[src/rtl/dmem_ctrl_pkg.sv]
// Shared types for the data-memory access controller.
// FSM states, funct3 encodings and the store-buffer entry.
package dmem_ctrl_pkg;

  localparam int DMEM_ADDR_W = 32;
  localparam int DMEM_DATA_W = 32;

  typedef enum logic [1:0] {
    S_IDLE,
    S_LOAD,
    S_RESP
  } state_e;

  localparam logic [2:0] F3_LB  = 3'b000;
  localparam logic [2:0] F3_LH  = 3'b001;
  localparam logic [2:0] F3_LW  = 3'b010;
  localparam logic [2:0] F3_LBU = 3'b100;
  localparam logic [2:0] F3_LHU = 3'b101;
  localparam logic [2:0] F3_SB  = 3'b000;
  localparam logic [2:0] F3_SH  = 3'b001;
  localparam logic [2:0] F3_SW  = 3'b010;

  typedef struct packed {
    logic [DMEM_ADDR_W-1:0] addr;
    logic [2:0]             funct3;
    logic [DMEM_DATA_W-1:0] data;
  } sb_entry_t;

endpackage

[src/rtl/dmem_store_buffer.sv]
// Committed-store FIFO with an address-match probe
// across all live entries, used to hold back loads.
module dmem_store_buffer
  import dmem_ctrl_pkg::*;
#(
  parameter int DEPTH = 4
) (
  input  logic                   clk,
  input  logic                   reset,
  input  logic                   push,
  input  logic                   pop,
  input  sb_entry_t              push_entry,
  input  logic [DMEM_ADDR_W-1:0] lk_addr,
  output sb_entry_t              head,
  output logic                   full,
  output logic                   empty,
  output logic                   hit
);

  localparam int PW = $clog2(DEPTH);
  localparam int CW = PW + 1;

  sb_entry_t       ent_q [DEPTH];
  logic [PW-1:0]   rd_ptr_q, rd_ptr_d;
  logic [PW-1:0]   wr_ptr_q, wr_ptr_d;
  logic [CW-1:0]   cnt_q, cnt_d;
  logic            do_push, do_pop;

  // Occupancy, handshake qualification and pointer advance
  always_comb begin
    full     = (cnt_q == CW'(DEPTH));
    empty    = (cnt_q == '0);
    do_pop   = pop && !empty;
    do_push  = push && (!full || do_pop);
    rd_ptr_d = rd_ptr_q + PW'(do_pop);
    wr_ptr_d = wr_ptr_q + PW'(do_push);
    cnt_d    = cnt_q + CW'(do_push) - CW'(do_pop);
    head     = ent_q[rd_ptr_q];
  end

  // Full-address compare against every live entry
  always_comb begin : hit_scan
    logic [PW-1:0] off;
    off = '0;
    hit = 1'b0;
    for (int i = 0; i < DEPTH; i++) begin
      off = PW'(i) - rd_ptr_q;
      if (({1'b0, off} < cnt_q) &&
          (ent_q[i].addr == lk_addr))
        hit = 1'b1;
    end
  end

  // Entry storage; liveness comes from the pointers
  always_ff @(posedge clk) begin
    if (do_push) ent_q[wr_ptr_q] <= push_entry;
  end

  // Pointer and count registers
  always_ff @(posedge clk or negedge reset) begin
    if (!reset) begin
      rd_ptr_q <= '0;
      wr_ptr_q <= '0;
      cnt_q    <= '0;
    end else begin
      rd_ptr_q <= rd_ptr_d;
      wr_ptr_q <= wr_ptr_d;
      cnt_q    <= cnt_d;
    end
  end

endmodule

[src/rtl/dmem_access_ctrl.sv]
// Single-port data-memory sequencer: tagged loads
// arbitrated against a buffered stream of committed stores.
module dmem_access_ctrl
  import dmem_ctrl_pkg::*;
#(
  parameter int ADDR_W          = DMEM_ADDR_W,
  parameter int DATA_W          = DMEM_DATA_W,
  parameter int TAG_W           = 4,
  parameter int SB_DEPTH        = 4,
  parameter int MAX_LOAD_STREAK = 4
) (
  input  logic              clk,
  input  logic              reset,
  input  logic              flush,
  input  logic              ld_valid,
  output logic              ld_ready,
  input  logic [ADDR_W-1:0] ld_addr,
  input  logic [2:0]        ld_funct3,
  input  logic [TAG_W-1:0]  ld_tag,
  output logic              ld_rsp_valid,
  input  logic              ld_rsp_ready,
  output logic [DATA_W-1:0] ld_rsp_data,
  output logic [TAG_W-1:0]  ld_rsp_tag,
  input  logic              st_valid,
  output logic              st_ready,
  input  logic [ADDR_W-1:0] st_addr,
  input  logic [2:0]        st_funct3,
  input  logic [DATA_W-1:0] st_data,
  output logic              mem_load_done,
  output logic              mem_write,
  output logic [2:0]        mem_funct3,
  output logic [ADDR_W-1:0] mem_addr,
  output logic [DATA_W-1:0] mem_wdata,
  input  logic [DATA_W-1:0] mem_rdata,
  output logic              sb_empty
);

  localparam int STK_W = $clog2(MAX_LOAD_STREAK + 1);

  state_e            state_q, state_d;
  logic              rsp_valid_q, rsp_valid_d;
  logic [DATA_W-1:0] rsp_data_q, rsp_data_d;
  logic [TAG_W-1:0]  rsp_tag_q, rsp_tag_d;
  logic              ld_en_q, ld_en_d;
  logic              wr_en_q, wr_en_d;
  logic [2:0]        f3_q, f3_d;
  logic [ADDR_W-1:0] addr_q, addr_d;
  logic [DATA_W-1:0] wdata_q, wdata_d;
  logic [STK_W-1:0]  streak_q, streak_d;

  sb_entry_t st_entry, sb_head;
  logic      sb_full, addr_hit, force_store;
  logic      ld_acc, st_push, drain;

  dmem_store_buffer #(
    .DEPTH(SB_DEPTH)
  ) u_sb (
    .clk       (clk),
    .reset     (reset),
    .push      (st_push),
    .pop       (drain),
    .push_entry(st_entry),
    .lk_addr   (ld_addr),
    .head      (sb_head),
    .full      (sb_full),
    .empty     (sb_empty),
    .hit       (addr_hit)
  );

  // Port arbitration: loads win unless a store must go
  always_comb begin
    st_entry    = '{addr: st_addr, funct3: st_funct3,
                    data: st_data};
    force_store = (streak_q == STK_W'(MAX_LOAD_STREAK))
                  && !sb_empty;
    ld_ready    = (state_q == S_IDLE) && !flush
                  && !addr_hit && !sb_full && !force_store;
    ld_acc      = ld_valid && ld_ready;
    st_ready    = !sb_full;
    st_push     = st_valid && !sb_full;
    // a stalled response leaves the port free for stores
    drain       = !sb_empty &&
                  (((state_q == S_IDLE) && !ld_acc) ||
                   ((state_q == S_RESP) && !ld_rsp_ready));
  end

  // Load FSM, memory command and streak next-state
  always_comb begin
    state_d     = state_q;
    rsp_valid_d = rsp_valid_q;
    rsp_data_d  = rsp_data_q;
    rsp_tag_d   = rsp_tag_q;
    ld_en_d     = 1'b0;
    wr_en_d     = 1'b0;
    f3_d        = f3_q;
    addr_d      = addr_q;
    wdata_d     = wdata_q;
    streak_d    = streak_q;
    unique case (state_q)
      S_IDLE: begin
        if (ld_acc) begin
          state_d   = S_LOAD;
          ld_en_d   = 1'b1;
          addr_d    = ld_addr;
          f3_d      = ld_funct3;
          rsp_tag_d = ld_tag;
        end
      end
      S_LOAD: begin
        if (flush) begin
          state_d = S_IDLE;
        end else begin
          state_d     = S_RESP;
          rsp_data_d  = mem_rdata;
          rsp_valid_d = 1'b1;
        end
      end
      S_RESP: begin
        if (flush || ld_rsp_ready) begin
          state_d     = S_IDLE;
          rsp_valid_d = 1'b0;
        end
      end
      default: state_d = S_IDLE;
    endcase
    if (drain) begin
      wr_en_d = 1'b1;
      addr_d  = sb_head.addr;
      f3_d    = sb_head.funct3;
      wdata_d = sb_head.data;
    end
    if (drain || sb_empty)
      streak_d = '0;
    else if (ld_acc)
      streak_d = streak_q + STK_W'(1);
  end

  // State and registered memory/response outputs
  always_ff @(posedge clk or negedge reset) begin
    if (!reset) begin
      state_q     <= S_IDLE;
      rsp_valid_q <= 1'b0;
      rsp_data_q  <= '0;
      rsp_tag_q   <= '0;
      ld_en_q     <= 1'b0;
      wr_en_q     <= 1'b0;
      f3_q        <= '0;
      addr_q      <= '0;
      wdata_q     <= '0;
      streak_q    <= '0;
    end else begin
      state_q     <= state_d;
      rsp_valid_q <= rsp_valid_d;
      rsp_data_q  <= rsp_data_d;
      rsp_tag_q   <= rsp_tag_d;
      ld_en_q     <= ld_en_d;
      wr_en_q     <= wr_en_d;
      f3_q        <= f3_d;
      addr_q      <= addr_d;
      wdata_q     <= wdata_d;
      streak_q    <= streak_d;
    end
  end

  assign ld_rsp_valid  = rsp_valid_q;
  assign ld_rsp_data   = rsp_data_q;
  assign ld_rsp_tag    = rsp_tag_q;
  assign mem_load_done = ld_en_q;
  assign mem_write     = wr_en_q;
  assign mem_funct3    = f3_q;
  assign mem_addr      = addr_q;
  assign mem_wdata     = wdata_q;

endmodule

[config.mk]
export PLATFORM = sky130hd
export DESIGN_NAME = dmem_access_ctrl
export DESIGN_NICKNAME = d
export VERILOG_FILES = /design/src/rtl/dmem_ctrl_pkg.sv /design/src/rtl/dmem_store_buffer.sv /design/src/rtl/dmem_access_ctrl.sv
export SDC_FILE = /design/constraint.sdc
export NUM_CORES = 1
export LEC_CHECK = 0
export CORE_MARGIN = 8
export CORE_UTILIZATION = 29
export DETAILED_ROUTE_END_ITERATION = 7
export PLACE_DENSITY = 0.56
export SYNTH_ARGS = -nofsm -noshare
export SYNTH_HDL_FRONTEND = slang
export SYNTH_SLANG_ARGS = --single-unit
[constraint.sdc]
create_clock -name clk -period 10.4 [get_ports clk]
set_input_delay 2.08 -clock clk [delete_from_list [all_inputs] [get_ports clk]]
set_output_delay 2.08 -clock clk [all_outputs]
set_load 0.01 [all_outputs]
==> metrics.md <==
| Metric | Value |
|---|---|
| Post-synth EDFFs | approximately 270 |
| Clock-pin slew on the worst setup and hold paths | 0.05 ns |
| Sink Count | just under 400 |
| Vias/cell | 4.55 |
| Skew-Pair Late Insertion Delay | around 0.57 ns |
| Largest net degree at the start of global routing | about 80 |
| Cts bufs inserted | 46 |
| Final setup violation count | 0 |
| Power density over the cells | 283 mW/mm² |
| Post-DP HPWL | 29700 µm |
| # rows | 86 |
| Antenna-violating nets left | 0 |
| Number of port buffers | between 200 and 300 |
| Final Cycle Share | between 60% and 70% |
| HP Class | reg2reg |
| Crit path cell chain | clkdlybuf4s50_1 -> xor2_1 -> nor4_1 -> o211ai_1 -> nor4_1 -> nor4_2 -> clkdlybuf4s50_1 |
| CTS tree | built |
| Status | completed |
| Initial antenna violation count | 9 |
| Distinct cells, synth | 35 |
| Leak | 7.36 nW |
| Req. time, crit path | between 8 and 9 ns |
| Setup_tns | 0 ns |
| CTS root buffer | clkbuf_16 |
| WP data arrival | roughly 4.9 ns |
| Achievable Freq | 0.144 GHz |
| Routed WL per cell | about 22 µm |
| Critical-path top delay cell | nor4_1 |
| WHS | just over 0.5 ns |
| Clock Tree Buf Depth | 3 |
| Total number of vias | about 9000 |
| Sequential fraction of the synthesis area | between 60% and 70% |
| Slew HR | between 20% and 30% |
| Total gr overflow | 0 |
| Total wire length | between 40000 and 50000 µm |
| Initial Utilization | between 20 and 30% |
| Drt drc | 0 |
| Nets | 1339 |
| Chip height | about 250 µm |
| Final Cell Area | between 0.02 and 0.025 mm² |
| Placed inst area | roughly 0.02 mm² |
| Vias in the first global route | 9573 |
| Worst-Margin Slew | roughly 1.2 ns |
| Syn Inst Count | ~940 |
| Hold Violations, Final | 0 |
| Initial DRC count | a little over 400 |
| Worst IR drop on VDD | between 0.1 and 0.15 mV |
| Die W | between 200 and 300 µm |
| Top FF cell, synth | edfxtp_1 |
| Layout cells sized above 1 | 18.5% |
| GP Congestion | between 0.8 and 0.9 |
| Top-level port count | 253 |
| Worst-path maximum fanout | 5 |
| Endpoint class of the critical path | primary output |
| Synth warn | 0 |
| Final WS setup | about 3.4 ns |
| Placeable Area | 0.0550 mm² |
| First-pass GRT wire length | roughly 64000 µm |
| Final Skew | around 0.024 ns |
| Worst Setup Start Kind | input pin |
| Hold-fix buffers, CTS | 0 |
| DP Worst Slack | approximately 3.5 ns |
| Post-synthesis register bit count | 386 |
| # resized after CTS | 0 |
| H-tree levels | 2 |
| Crit-path max cell delay | a little over 0.6 ns |
| Syn Std Cell Area | between 0.015 and 0.02 mm² |
| Area of the die | 0.0633 mm² |
| DR pass1 iterations | 7 |
| Syn_area_per_cell | approximately 17 µm² |
| Final min period | slightly below 7 ns |
| RSZ-0062 raised after global routing | false |
| All-layer global routing usage | between 10% and 20% |
| Ys async rst share | ~31% |
| Area Overhead vs Synth | 30.0% |
| Post-Syn Nets | ~1100 |
| Setup CP Type | in2out |
| Postcts setup bufs | 0 |
| Max-Cap Viols | 0 |
| Final Util | approximately two fifths |
| Final Max Tran Viols | 0 |
[layer usage]
| metal | vias to the layer above | global-route usage (%) | wire, µm |
|---|---|---|---|
| met1 | 4608 | 17.0 | 18100 |
| met5 | - | 0 | 60 |
| met2 | 247 | 22.6 | 21300 |
| met4 | 10 | 3.51 | 905 |
| met3 | 71 | 4.42 | 3340 |
| li1 | 4044 | - | - |
[cell type report]
type,instances,area [µm²]
antenna,4,10.0
clock buffer,70,1300
clock inverter,15,176
fill,5150,34100
inverter,13,48.8
multi-input combinational,471,4810
sequential,386,11000
tap,748,936
timing repair buffer,266,2630
[placed cells by master (no fill, tap or decap), types with 4 or more instances in the layout]
cell type        netlist  layout
a21oi_1               43      43
buf_4                  0      14
clkbuf_1              48      20
clkbuf_16              0      48
clkdlybuf4s50_1        0     251
clkinv_2               0       6
dfrtp_1              118     116
diode_2                0       4
edfxtp_1             268     268
ha_1                  10      10
inv_1                 13      13
mux2_2                68      68
mux2i_1               36      36
mux4_2                67      67
nand2_1                8       7
nand4_1               10      10
nor2_1                40      39
nor4_1                29      29
o211ai_1               4       4
xnor2_1               26      26
xor2_1               107     107
[cells in the mapped netlist, types with 2 or more instances]
cell type    n  area [µm²]
a21oi_1     43         215
nor2_1      40         150
nand2_1      8        30.0
buf_1        2        7.51
xnor2_1     26         228
nor3_1       2        10.0
mux4_2      67        1510
o21ai_0      3        15.0
edfxtp_1   268        8050
or3b_1       2        17.5
o211ai_1     4        30.0
dfrtp_1    118        2950
mux2_2      68         766
xor2_1     107         937
a31oi_1      2        12.5
clkbuf_1    48         180
nor4_1      29         181
buf_2       18        90.1
ha_1        10         125
mux2i_1     36         360
inv_1       13        48.8
nand4_1     10        62.6
nor3b_1      2        15.0
[per-stage QoR]
stage	power (mW)	cells
3_5_place_dp	4.42	1884
5_1_grt	6.23	1970
2_1_floorplan	3.49	938
4_1_cts	6.03	1969
6_report	5.91	1973
3_3_place_gp	4.40	1884
[worst paths after layout]
| check | startpoint | endpoint | slack [ns] | depth (start not counted) |
|---|---|---|---|---|
| worst max-delay path | ld_addr[28] | ld_ready | 3.44 | 7 |
| worst min-delay path | mem_wdata[0]$_DFFE_PN0N_ | mem_wdata[0]$_DFFE_PN0N_ | 0.50 | 1 |
| worst max register to register | u_sb.rd_ptr_q[0]$_DFF_PN0_ | u_sb.cnt_q[2]$_DFF_PN0_ | 6.39 | 14 |
| worst min register to register | mem_wdata[0]$_DFFE_PN0N_ | mem_wdata[0]$_DFFE_PN0N_ | 0.50 | 1 |
| max in group asynchronous | reset | mem_wdata[22]$_DFFE_PN0N_ | 7.54 | 2 |
| min in group asynchronous | reset | mem_addr[10]$_DFFE_PN0P_ | 1.51 | 1 |
[sequential cells by signal, summed over array words and instances (netlist names), 3 cells and up]
register     flops
u_sb.ent_q     268
ld_rsp_data     32
mem_addr        32
mem_wdata       32
ld_rsp_tag       4
mem_funct3       3
streak_q         3
u_sb.cnt_q       3
[critical path, delay by kind of cell]
family,cells,cell delay (ns)
buffers and inverters,2,1.07
xor gates and xnor gates,1,0.22
AOI/OAI and AO/OA,1,0.22
and+or+nand+nor,3,1.29
[logic make-up after synthesis]
group | share of synthesized area [%]
xor gates and xnor gates | 7.24
AOI/OAI and AO/OA | 1.95
buffers and inverters | 2.03
muxes | 16.4
DFF | 68.3
adders and majority gates | 0.901
and+or+nand+nor | 3.19
[where the power goes]
part	internal, mW	leakage (nW)	switching (mW)
Combinational	1.04	2.81	0.913
Sequential	2.13	3.84	0.257
Clock	0.944	0.719	0.634
Total	4.11	7.36	1.80
Note: power is estimated with default switching activity, not from simulation.
